File: src/rtl/mouse_bounds_sequencer.sv
// Programs MouseCtl x/y limits (and optionally recentres the cursor) on menu<->game mode changes.
// Optional feature: define CENTER_ON_SWITCH_EN to append setx/sety centre-position items.
module mouse_bounds_sequencer #(
  parameter int GAME_MIN_X      = 361,
  parameter int GAME_MAX_X      = 661,
  parameter int GAME_MIN_Y      = 367,
  parameter int GAME_MAX_Y      = 667,
  parameter int MENU_MIN_X      = 0,
  parameter int MENU_MAX_X      = 1023,
  parameter int MENU_MIN_Y      = 0,
  parameter int MENU_MAX_Y      = 767,
  parameter int HOLD_CYCLES     = 4,
  parameter int DEBOUNCE_CYCLES = 65000
) (
  input  logic        pclk,
  input  logic        rst,
  input  logic        game_btn,
  input  logic        menu_btn,
  output logic        setmin_x,
  output logic        setmax_x,
  output logic        setmin_y,
  output logic        setmax_y,
  output logic        setx,
  output logic        sety,
  output logic [11:0] value,
  output logic        mode,
  output logic        busy,
  output logic        cfg_done
);

`ifdef CENTER_ON_SWITCH_EN
  localparam int   NITEMS    = 6;
  localparam logic CENTER_EN = 1'b1;
`else
  localparam int   NITEMS    = 4;
  localparam logic CENTER_EN = 1'b0;
`endif

  localparam int HW = $clog2(HOLD_CYCLES + 1);
  localparam int DW = $clog2(DEBOUNCE_CYCLES + 1);
  localparam logic [HW-1:0] HOLD_LAST = HW'(HOLD_CYCLES - 1);
  localparam logic [DW-1:0] DB_LAST   = DW'(DEBOUNCE_CYCLES - 1);
  localparam logic [2:0]    ITEM_LAST = 3'(NITEMS - 1);

  localparam logic [12:0] GAME_SUM_X = 13'(GAME_MIN_X) + 13'(GAME_MAX_X);
  localparam logic [12:0] GAME_SUM_Y = 13'(GAME_MIN_Y) + 13'(GAME_MAX_Y);
  localparam logic [12:0] MENU_SUM_X = 13'(MENU_MIN_X) + 13'(MENU_MAX_X);
  localparam logic [12:0] MENU_SUM_Y = 13'(MENU_MIN_Y) + 13'(MENU_MAX_Y);

  typedef enum logic [2:0] {S_BOOT, S_IDLE, S_LOAD, S_STROBE, S_GAP, S_DONE} state_t;

  function automatic logic [11:0] item_value(input logic tgt, input logic [2:0] item);
    case (item)
      3'd0:    item_value = tgt ? 12'(GAME_MIN_X) : 12'(MENU_MIN_X);
      3'd1:    item_value = tgt ? 12'(GAME_MAX_X) : 12'(MENU_MAX_X);
      3'd2:    item_value = tgt ? 12'(GAME_MIN_Y) : 12'(MENU_MIN_Y);
      3'd3:    item_value = tgt ? 12'(GAME_MAX_Y) : 12'(MENU_MAX_Y);
      3'd4:    item_value = tgt ? 12'(GAME_SUM_X >> 1) : 12'(MENU_SUM_X >> 1);
      3'd5:    item_value = tgt ? 12'(GAME_SUM_Y >> 1) : 12'(MENU_SUM_Y >> 1);
      default: item_value = 12'd0;
    endcase
  endfunction

  function automatic logic [5:0] strobe_decode(input logic [2:0] item);
    case (item)
      3'd0:    strobe_decode = 6'b000001;
      3'd1:    strobe_decode = 6'b000010;
      3'd2:    strobe_decode = 6'b000100;
      3'd3:    strobe_decode = 6'b001000;
      3'd4:    strobe_decode = 6'b010000;
      3'd5:    strobe_decode = 6'b100000;
      default: strobe_decode = 6'b000000;
    endcase
  endfunction

  // Index 0 = game button, index 1 = menu button
  logic [1:0]    w_raw;
  logic [1:0]    r_meta, r_sync, r_lvl;
  logic [DW-1:0] r_db_cnt [2];
  logic [1:0]    w_rise;
  logic          w_req_valid, w_req_mode;

  state_t        r_state, w_next;
  logic [HW-1:0] r_hold;
  logic [2:0]    r_item;
  logic          r_target, r_pend_v, r_pend_m, r_mode;
  logic [11:0]   r_value;
  logic          w_pend_v, w_pend_m;
  logic [5:0]    w_strobe;

  assign w_raw = {menu_btn, game_btn};

  always_ff @(posedge pclk or negedge rst) begin
    if (!rst) begin
      r_meta      <= 2'b00;
      r_sync      <= 2'b00;
      r_lvl       <= 2'b00;
      r_db_cnt[0] <= '0;
      r_db_cnt[1] <= '0;
    end else begin
      r_meta <= w_raw;
      r_sync <= r_meta;
      for (int i = 0; i < 2; i++) begin
        if (r_sync[i] == r_lvl[i]) begin
          r_db_cnt[i] <= '0;
        end else if (r_db_cnt[i] == DB_LAST) begin
          r_lvl[i]    <= r_sync[i];
          r_db_cnt[i] <= '0;
        end else begin
          r_db_cnt[i] <= r_db_cnt[i] + DW'(1);
        end
      end
    end
  end

  // A request fires in the cycle a new high level is accepted; menu overrides game.
  always_comb begin
    for (int i = 0; i < 2; i++) begin
      w_rise[i] = r_sync[i] & ~r_lvl[i] & (r_db_cnt[i] == DB_LAST);
    end
    w_req_valid = |w_rise;
    w_req_mode  = ~w_rise[1];
    w_pend_v    = r_pend_v | w_req_valid;
    w_pend_m    = w_req_valid ? w_req_mode : r_pend_m;
  end

  always_ff @(posedge pclk or negedge rst) begin
    if (!rst) r_state <= S_BOOT;
    else      r_state <= w_next;
  end

  always_comb begin
    w_next = r_state;
    case (r_state)
      S_BOOT:   w_next = S_LOAD;
      S_IDLE:   w_next = (w_req_valid && (w_req_mode != r_mode)) ? S_LOAD : S_IDLE;
      S_LOAD:   w_next = S_STROBE;
      S_STROBE: w_next = (r_hold == HOLD_LAST) ? S_GAP : S_STROBE;
      S_GAP: begin
        if (r_hold == HOLD_LAST) w_next = (r_item == ITEM_LAST) ? S_DONE : S_LOAD;
        else                     w_next = S_GAP;
      end
      S_DONE:   w_next = (w_pend_v && (w_pend_m != r_target)) ? S_LOAD : S_IDLE;
      default:  w_next = S_BOOT;
    endcase
  end

  always_ff @(posedge pclk or negedge rst) begin
    if (!rst) begin
      r_hold   <= '0;
      r_item   <= 3'd0;
      r_target <= 1'b0;
      r_pend_v <= 1'b0;
      r_pend_m <= 1'b0;
      r_mode   <= 1'b0;
      r_value  <= 12'd0;
    end else begin
      // Requests arriving mid-sequence are parked; DONE consumes them itself.
      if ((r_state != S_IDLE) && (r_state != S_DONE) && w_req_valid) begin
        r_pend_v <= 1'b1;
        r_pend_m <= w_req_mode;
      end
      case (r_state)
        S_BOOT: begin
          r_target <= 1'b0;
          r_item   <= 3'd0;
        end
        S_IDLE: begin
          if (w_next == S_LOAD) begin
            r_target <= w_req_mode;
            r_item   <= 3'd0;
          end
        end
        S_LOAD: begin
          r_value <= item_value(r_target, r_item);
          r_hold  <= '0;
        end
        S_STROBE: r_hold <= (r_hold == HOLD_LAST) ? '0 : r_hold + HW'(1);
        S_GAP: begin
          if (r_hold == HOLD_LAST) begin
            r_hold <= '0;
            r_item <= r_item + 3'd1;
          end else begin
            r_hold <= r_hold + HW'(1);
          end
        end
        S_DONE: begin
          r_mode   <= r_target;
          r_item   <= 3'd0;
          r_pend_v <= 1'b0;
          if (w_next == S_LOAD) r_target <= w_pend_m;
        end
        default: ;
      endcase
    end
  end

  always_comb begin
    w_strobe = (r_state == S_STROBE) ? strobe_decode(r_item) : 6'b000000;
    setmin_x = w_strobe[0];
    setmax_x = w_strobe[1];
    setmin_y = w_strobe[2];
    setmax_y = w_strobe[3];
    setx     = w_strobe[4] & CENTER_EN;
    sety     = w_strobe[5] & CENTER_EN;
    value    = r_value;
    mode     = r_mode;
    busy     = (r_state != S_IDLE);
    cfg_done = (r_state == S_DONE);
  end

endmodule
File: config.mk
export PLATFORM = sky130hd
export DESIGN_NAME = mouse_bounds_sequencer
export DESIGN_NICKNAME = d
export VERILOG_FILES = /design/src/rtl/mouse_bounds_sequencer.sv
export SDC_FILE = /design/constraint.sdc
export NUM_CORES = 1
export LEC_CHECK = 0
export ABC_AREA = 1
export CAP_MARGIN = 20
export CELL_PAD_IN_SITES_DETAIL_PLACEMENT = 0
export CELL_PAD_IN_SITES_GLOBAL_PLACEMENT = 1
export CORE_UTILIZATION = 45
export DETAILED_ROUTE_END_ITERATION = 8
export PLACE_DENSITY_LB_ADDON = 0.1
export SLEW_MARGIN = 20
export SYNTH_ARGS = -nofsm -noshare
export SYNTH_HDL_FRONTEND = slang
export SYNTH_SLANG_ARGS = --single-unit
File: constraint.sdc
create_clock -name pclk -period 1.7 [get_ports pclk]
set_input_delay 0.51 -clock pclk [delete_from_list [all_inputs] [get_ports pclk]]
set_output_delay 0.51 -clock pclk [all_outputs]
set_load 0.01 [all_outputs]
Word-level counts from Yosys, hierarchy flattened
Cells that the tools add are included.

storage, ports and cells
  word-level logic and storage cells = 97
  bits in registers = 63
  output and inout bits = 21

operators by class
  bitwise operators = 10
  equal/unequal tests = 23
  reductions and logical operators = 17
  $add $sub $neg = 4
  muxes and demuxes = 29

operator list
  cell                                                              number
  16-bit two-way mux                                                4
  10-bit case mux with 6 select lines                               1
  16-bit by 1-bit adder with 16-bit output (second input constant)  2
  16-bit == test (second input constant)                            2
  9-bit two-way mux                                                 3
  4-bit case mux with 6 select lines                                1
  3-bit by 2-bit == test with 1-bit output (second input constant)  6
  3-bit two-way mux                                                 6
  3-bit case mux with 6 select lines                                1
  3-bit == test (second input constant)                             4
  10-bit two-way mux                                                1
  3-bit case mux with 3 select lines                                1
  7-bit two-way mux                                                 1
  3-bit by 1-bit adder with 3-bit output (second input constant)    2
  3-bit by 1-bit == test with 1-bit output (second input constant)  2
  3-bit logical NOT                                                 2
  3-bit case mux with 2 select lines                                1
  3-bit AND reduction                                               2
  3-bit nonzero test                                                2
  2-bit OR reduction                                                3
  1-bit two-way mux                                                 5
  1-bit NOT                                                         5
  1-bit bitwise AND                                                 4
  1-bit logical AND                                                 4
  other kinds (12)                                                  18

Logic depth before layout (Yosys ltp)
  word-level depth = 12
  depth in mapped cells = 14

Worst setup path after synthesis
OpenSTA, ideal clock, no wires.

  path type = reg-to-reg
  start = register r_db_cnt[16] (netlist name)
  end = register r_item[2]
  period minus slack after synthesis = 1.577 ns
  setup slack = 0.123 ns
  setup time = 0.126 ns
  buffers on the path = 0
  stages on the path, launching flop included = 13
  data arrival time = 1.451 ns
  cell sequence = dfrtp_1 ha_1 nand2_2 inv_2 nand2_2 nor2_4 nand2_2 nor2_4 nand3_2 nand3_4 o211ai_4 nor2_2 a21oi_2

between the ends
  longest elaborated chain between the ends = 11

ends and longest elaborated chain
  what                                        RTL line  RTL
  start, declared                             79        logic [DW-1:0] r_db_cnt [2];
  start signal, assigned by index             110       r_db_cnt[i] <= r_db_cnt[i] + DW'(1);
  16-bit == test *                            119       w_rise[i] = r_sync[i] & ~r_lvl[i] & (r_db_cnt[i] == DB_LAST);
  1-bit bitwise AND *                         119
  2-bit OR reduction *                        121       w_req_valid = |w_rise;
  1-bit two-way mux                           124       w_pend_m = w_req_valid ? w_req_mode : r_pend_m;
  1-bit != test                               143       S_DONE: w_next = (w_pend_v && (w_pend_m != r_target)) ? S_LOAD : S_IDLE;
  1-bit logical AND                           143
  2-bit two-way mux                           143
  3-bit case mux with 6 select lines *        134       case (r_state)
  3-bit by 2-bit == test with 1-bit output *  169       if (w_next == S_LOAD) begin
  2-bit != test (no line) *                   n/a
  3-bit AND reduction (no line) *             n/a
  end signal, assigned                        182       r_item <= r_item + 3'd1;
  end, declared                               85        logic [2:0] r_item;

Mark *: on every way between the ends. The rest lies on a longest branch, timed or not.
A chain may end at the register's enable or synchronous reset.

Worst setup path after layout
  start = register r_item[0]
  end = output setmax_y

between the ends
  longest elaborated chain between the ends = 3

ends and longest elaborated chain
  what                                   RTL line  RTL
  3-bit == test (tied with other cells)  65        case (item)
  4-bit case mux with 6 select lines *   65
  4-bit two-way mux *                    199       w_strobe = (r_state == S_STROBE) ? strobe_decode(r_item) : 6'b000000;
  end, declared                          22        output logic setmax_y,

Marks and branches as above.

==> qor.yml <==
synthesis:
  netlist_instances: 371
  synth-edff-count: 0
  ys_types: 39
  syn_area_per_cell_um2: 8.94
  synth_top_cell_by_area: "dfrtp_1"
  synth_common_cells: "60 x dfrtp_1, 54 x nand2_1, 44 x inv_1, 33 x nor2_1, 20 x a21oi_1"
  ys_async_sr_fraction_pct: 100
  netlist_area_um2: 3320
  ys.flop_type: "dfrtp_1"
  synthTopCellsByArea: "dfrtp_1 45%, nand2_1 6.1%, inv_1 5.0%, ha_1 3.8%, nor2_1 3.7%"
  synth.top_cell.area_share_pct: 45.3
  ys_ff_latch: 60
  yosys_warnings: 0
  ys_seq_area_share_pct: 45.3
  yosysMostFrequentCell: "dfrtp_1"
setup_path:
  path_max_fanout: 4
  cp_data_arrival_time_ps: 1370
  cp.required_ps: 1190
  path_class: "flop to output pin"
  start_kind: "flop"
  end_kind: "output pin"
power_and_ir_drop:
  power.share.sequential_pct: 52.9
  netSwitchingFraction_pct: 22.2
  p_sw_mw: 0.612
  leakage_nw: 2.16
  p_int_mw: 2.15
  power_frac_comb_pct: 4.4
  pwr-share-clk_pct: 42.7
  power_density_nw_per_um2: 620
  ir_worst_vdd_uv: 481
status:
  status: "finished with violations"
  violations: "setup timing"
timing:
  fin_crit_ps: 1880
  skew_ps: 8.10
  slew_violations: 0
  hold_violations: 0
  maxClockFrequency_mhz: 531
  setup_ws_ps: -185
  period_share_pct: 111
  grt_setup_unrepaired: "yes"
  setup_viol: 12
grt:
  grt_max_degree: 61
  grt_antenna_before_repair: 0
  grt_pass1_wl_mm: 10.7
  grt_pass1_vias: 2446
  grt_overflow_total: 0
  grt_use_total_pct: 18.4
floorplanning:
  die_area_um2: 7720
  die_h_um: 87.9
  start_util_pct: 47.8
  fp.dieW_um: 87.9
  io_pins: 25
  core-area_um2: 6940
  rows: 30
placed_design:
  placed_cell_area_um2: 3870
  place.gp.congestion: 0.800
  numPortBuffers: 20
  preCtsSetupSlack_ps: -247
  place_hpwl_mm: 4.52
detailed_routing:
  routed-wl-met3_um: 147
  first_iter_violations: 79
  antenna_left: 0
  via_per_inst: 4.77
  wl_met1_mm: 3.02
  highest_layer: "met4"
  post_drt_wl_per_cell_um: 11.8
  first_pass_iters: 4
  via_count: 2632
  wl_met2_mm: 3.21
  drc: 0
  wl_mm: 6.52
clock_network:
  clock_sinks: 60
  clockRootBuffer: "clkbuf_8"
  cts_buffers: 9
  clock_latency_ps: 340
  tritoncts: "yes"
  cts_hold_buf: 0
  clkSlewWorstSetupHoldPaths_ps: 70
  htree_levels: 3
  cts_buffer_depth: 2
final_layout:
  drive_gt1_share_pct: 40.4
  final_nets: 467
  area_delta_synth_final_pct: 34.1
  final_area_um2: 4450
  diodes: 0
hold_path:
  hold_path.class: "input pin to async pin"
flow_run:
  drv_cap: 0
-- final timing paths --
check / start / end / slack, ps / depth (start not counted)
worst max-delay path: r_item[0]$_DFFE_PN0P_ / setmax_y / -180 / 5
worst min-delay path: rst / r_db_cnt[6]$_DFF_PN0_ / 160 / 2
worst max register to register: r_db_cnt[0]$_DFF_PN0_ / r_target$_DFFE_PN0P_ / -50 / 15
worst min register to register: r_meta[0]$_DFF_PN0_ / r_sync[0]$_DFF_PN0_ / 350 / 0
max in group asynchronous: rst / r_db_cnt[20]$_DFF_PN0_ / 1260 / 2
min in group pclk: r_meta[0]$_DFF_PN0_ / r_sync[0]$_DFF_PN0_ / 350 / 0
-- per-stage QoR --
step / hold WS (ps) / TNS (ps) / total power, mW / util, % / std cells
finish: 163 / -1010 / 2.76 / 64.1 / 552
global route: 195 / -2540 / 2.88 / 64.1 / 552
CTS: 174 / -672 / 2.78 / 59.4 / 540
detailed placement: 346 / -1310 / 1.59 / 55.8 / 517
global placement: 332 / -1170 / 1.59 / 55.8 / 517
floorplan: 214 / 0 / 1.53 / - / 374
-- power by group through the flow --
stage | combinational [mW] | clock [mW] | sequential (mW)
5_1_grt | 0.141 | 1.27 | 1.46
3_3_place_gp | 0.108 | 0 | 1.48
4_1_cts | 0.108 | 1.21 | 1.45
6_report | 0.120 | 1.18 | 1.46
3_5_place_dp | 0.108 | 0 | 1.48
2_1_floorplan | 0.0505 | 0 | 1.48
-- routing by layer --
layer	track usage, %	vias to the layer above
met5	0	-
met4	10.1	0
met3	3.49	11
met2	30.7	25
met1	22.4	1236
li1	-	1360
-- critical path: stages, from the launching register on --
cell and delay (ps):
dfrtp_1 410, ha_2 220, ha_4 150, inv_4 40, nor2_4 100, buf_6 110
-- cells by family after synthesis --
logic type	after synthesis	synth area share (%)
AOI/OAI and AO/OA	55	10.1
other	1	0.113
DFF	60	45.3
buffers and inverters	64	7.92
xor gates and xnor gates	6	1.58
and+or+nand+nor	175	31.3
adders and majority gates	10	3.77
-- placed cells by master, fill, tap and decap left out, types with 5 or more instances in the layout --
cell and instances:
a21oi_2 5, o21ai_0 15, nor2_1 25, nand2_4 6, dlygate4sd2_1 11, nor3_1 12, nand3_2 10, buf_4 53
nor3b_1 5, buf_6 8, nand2_1 45, o21ai_1 5, nor2_4 21, clkbuf_8 9, inv_2 14, nand2_2 18
nand3_1 12, dfrtp_1 60, inv_1 37, a21oi_1 18, xor2_1 5
-- repair_timing --
action | CTS | global route
gates resized for setup | 55 | 54
setup endpoints to repair | 19 | 26
pin swaps | 6 | 26
buffers inserted | 9 | 12
-- sequential cells by signal, indices dropped and copies added, names as in the netlist --
register  flops
r_db_cnt     32
value         9
r_hold        3
r_item        3
r_state       3
r_lvl         2
r_meta        2
r_sync        2
mode          1
r_pend_m      1
r_pend_v      1
r_target      1
-- cell type report --
class | instances | area [um2]
Tap cell | 96 | 120
Multi-Input combinational cell | 250 | 1810
Clock inverter | 3 | 40.0
Inverter | 54 | 208
Sequential cell | 60 | 1500
Clock buffer | 11 | 131
Timing Repair Buffer | 78 | 639
Fill cell | 592 | 2490
(Power assumes the default switching activity.)
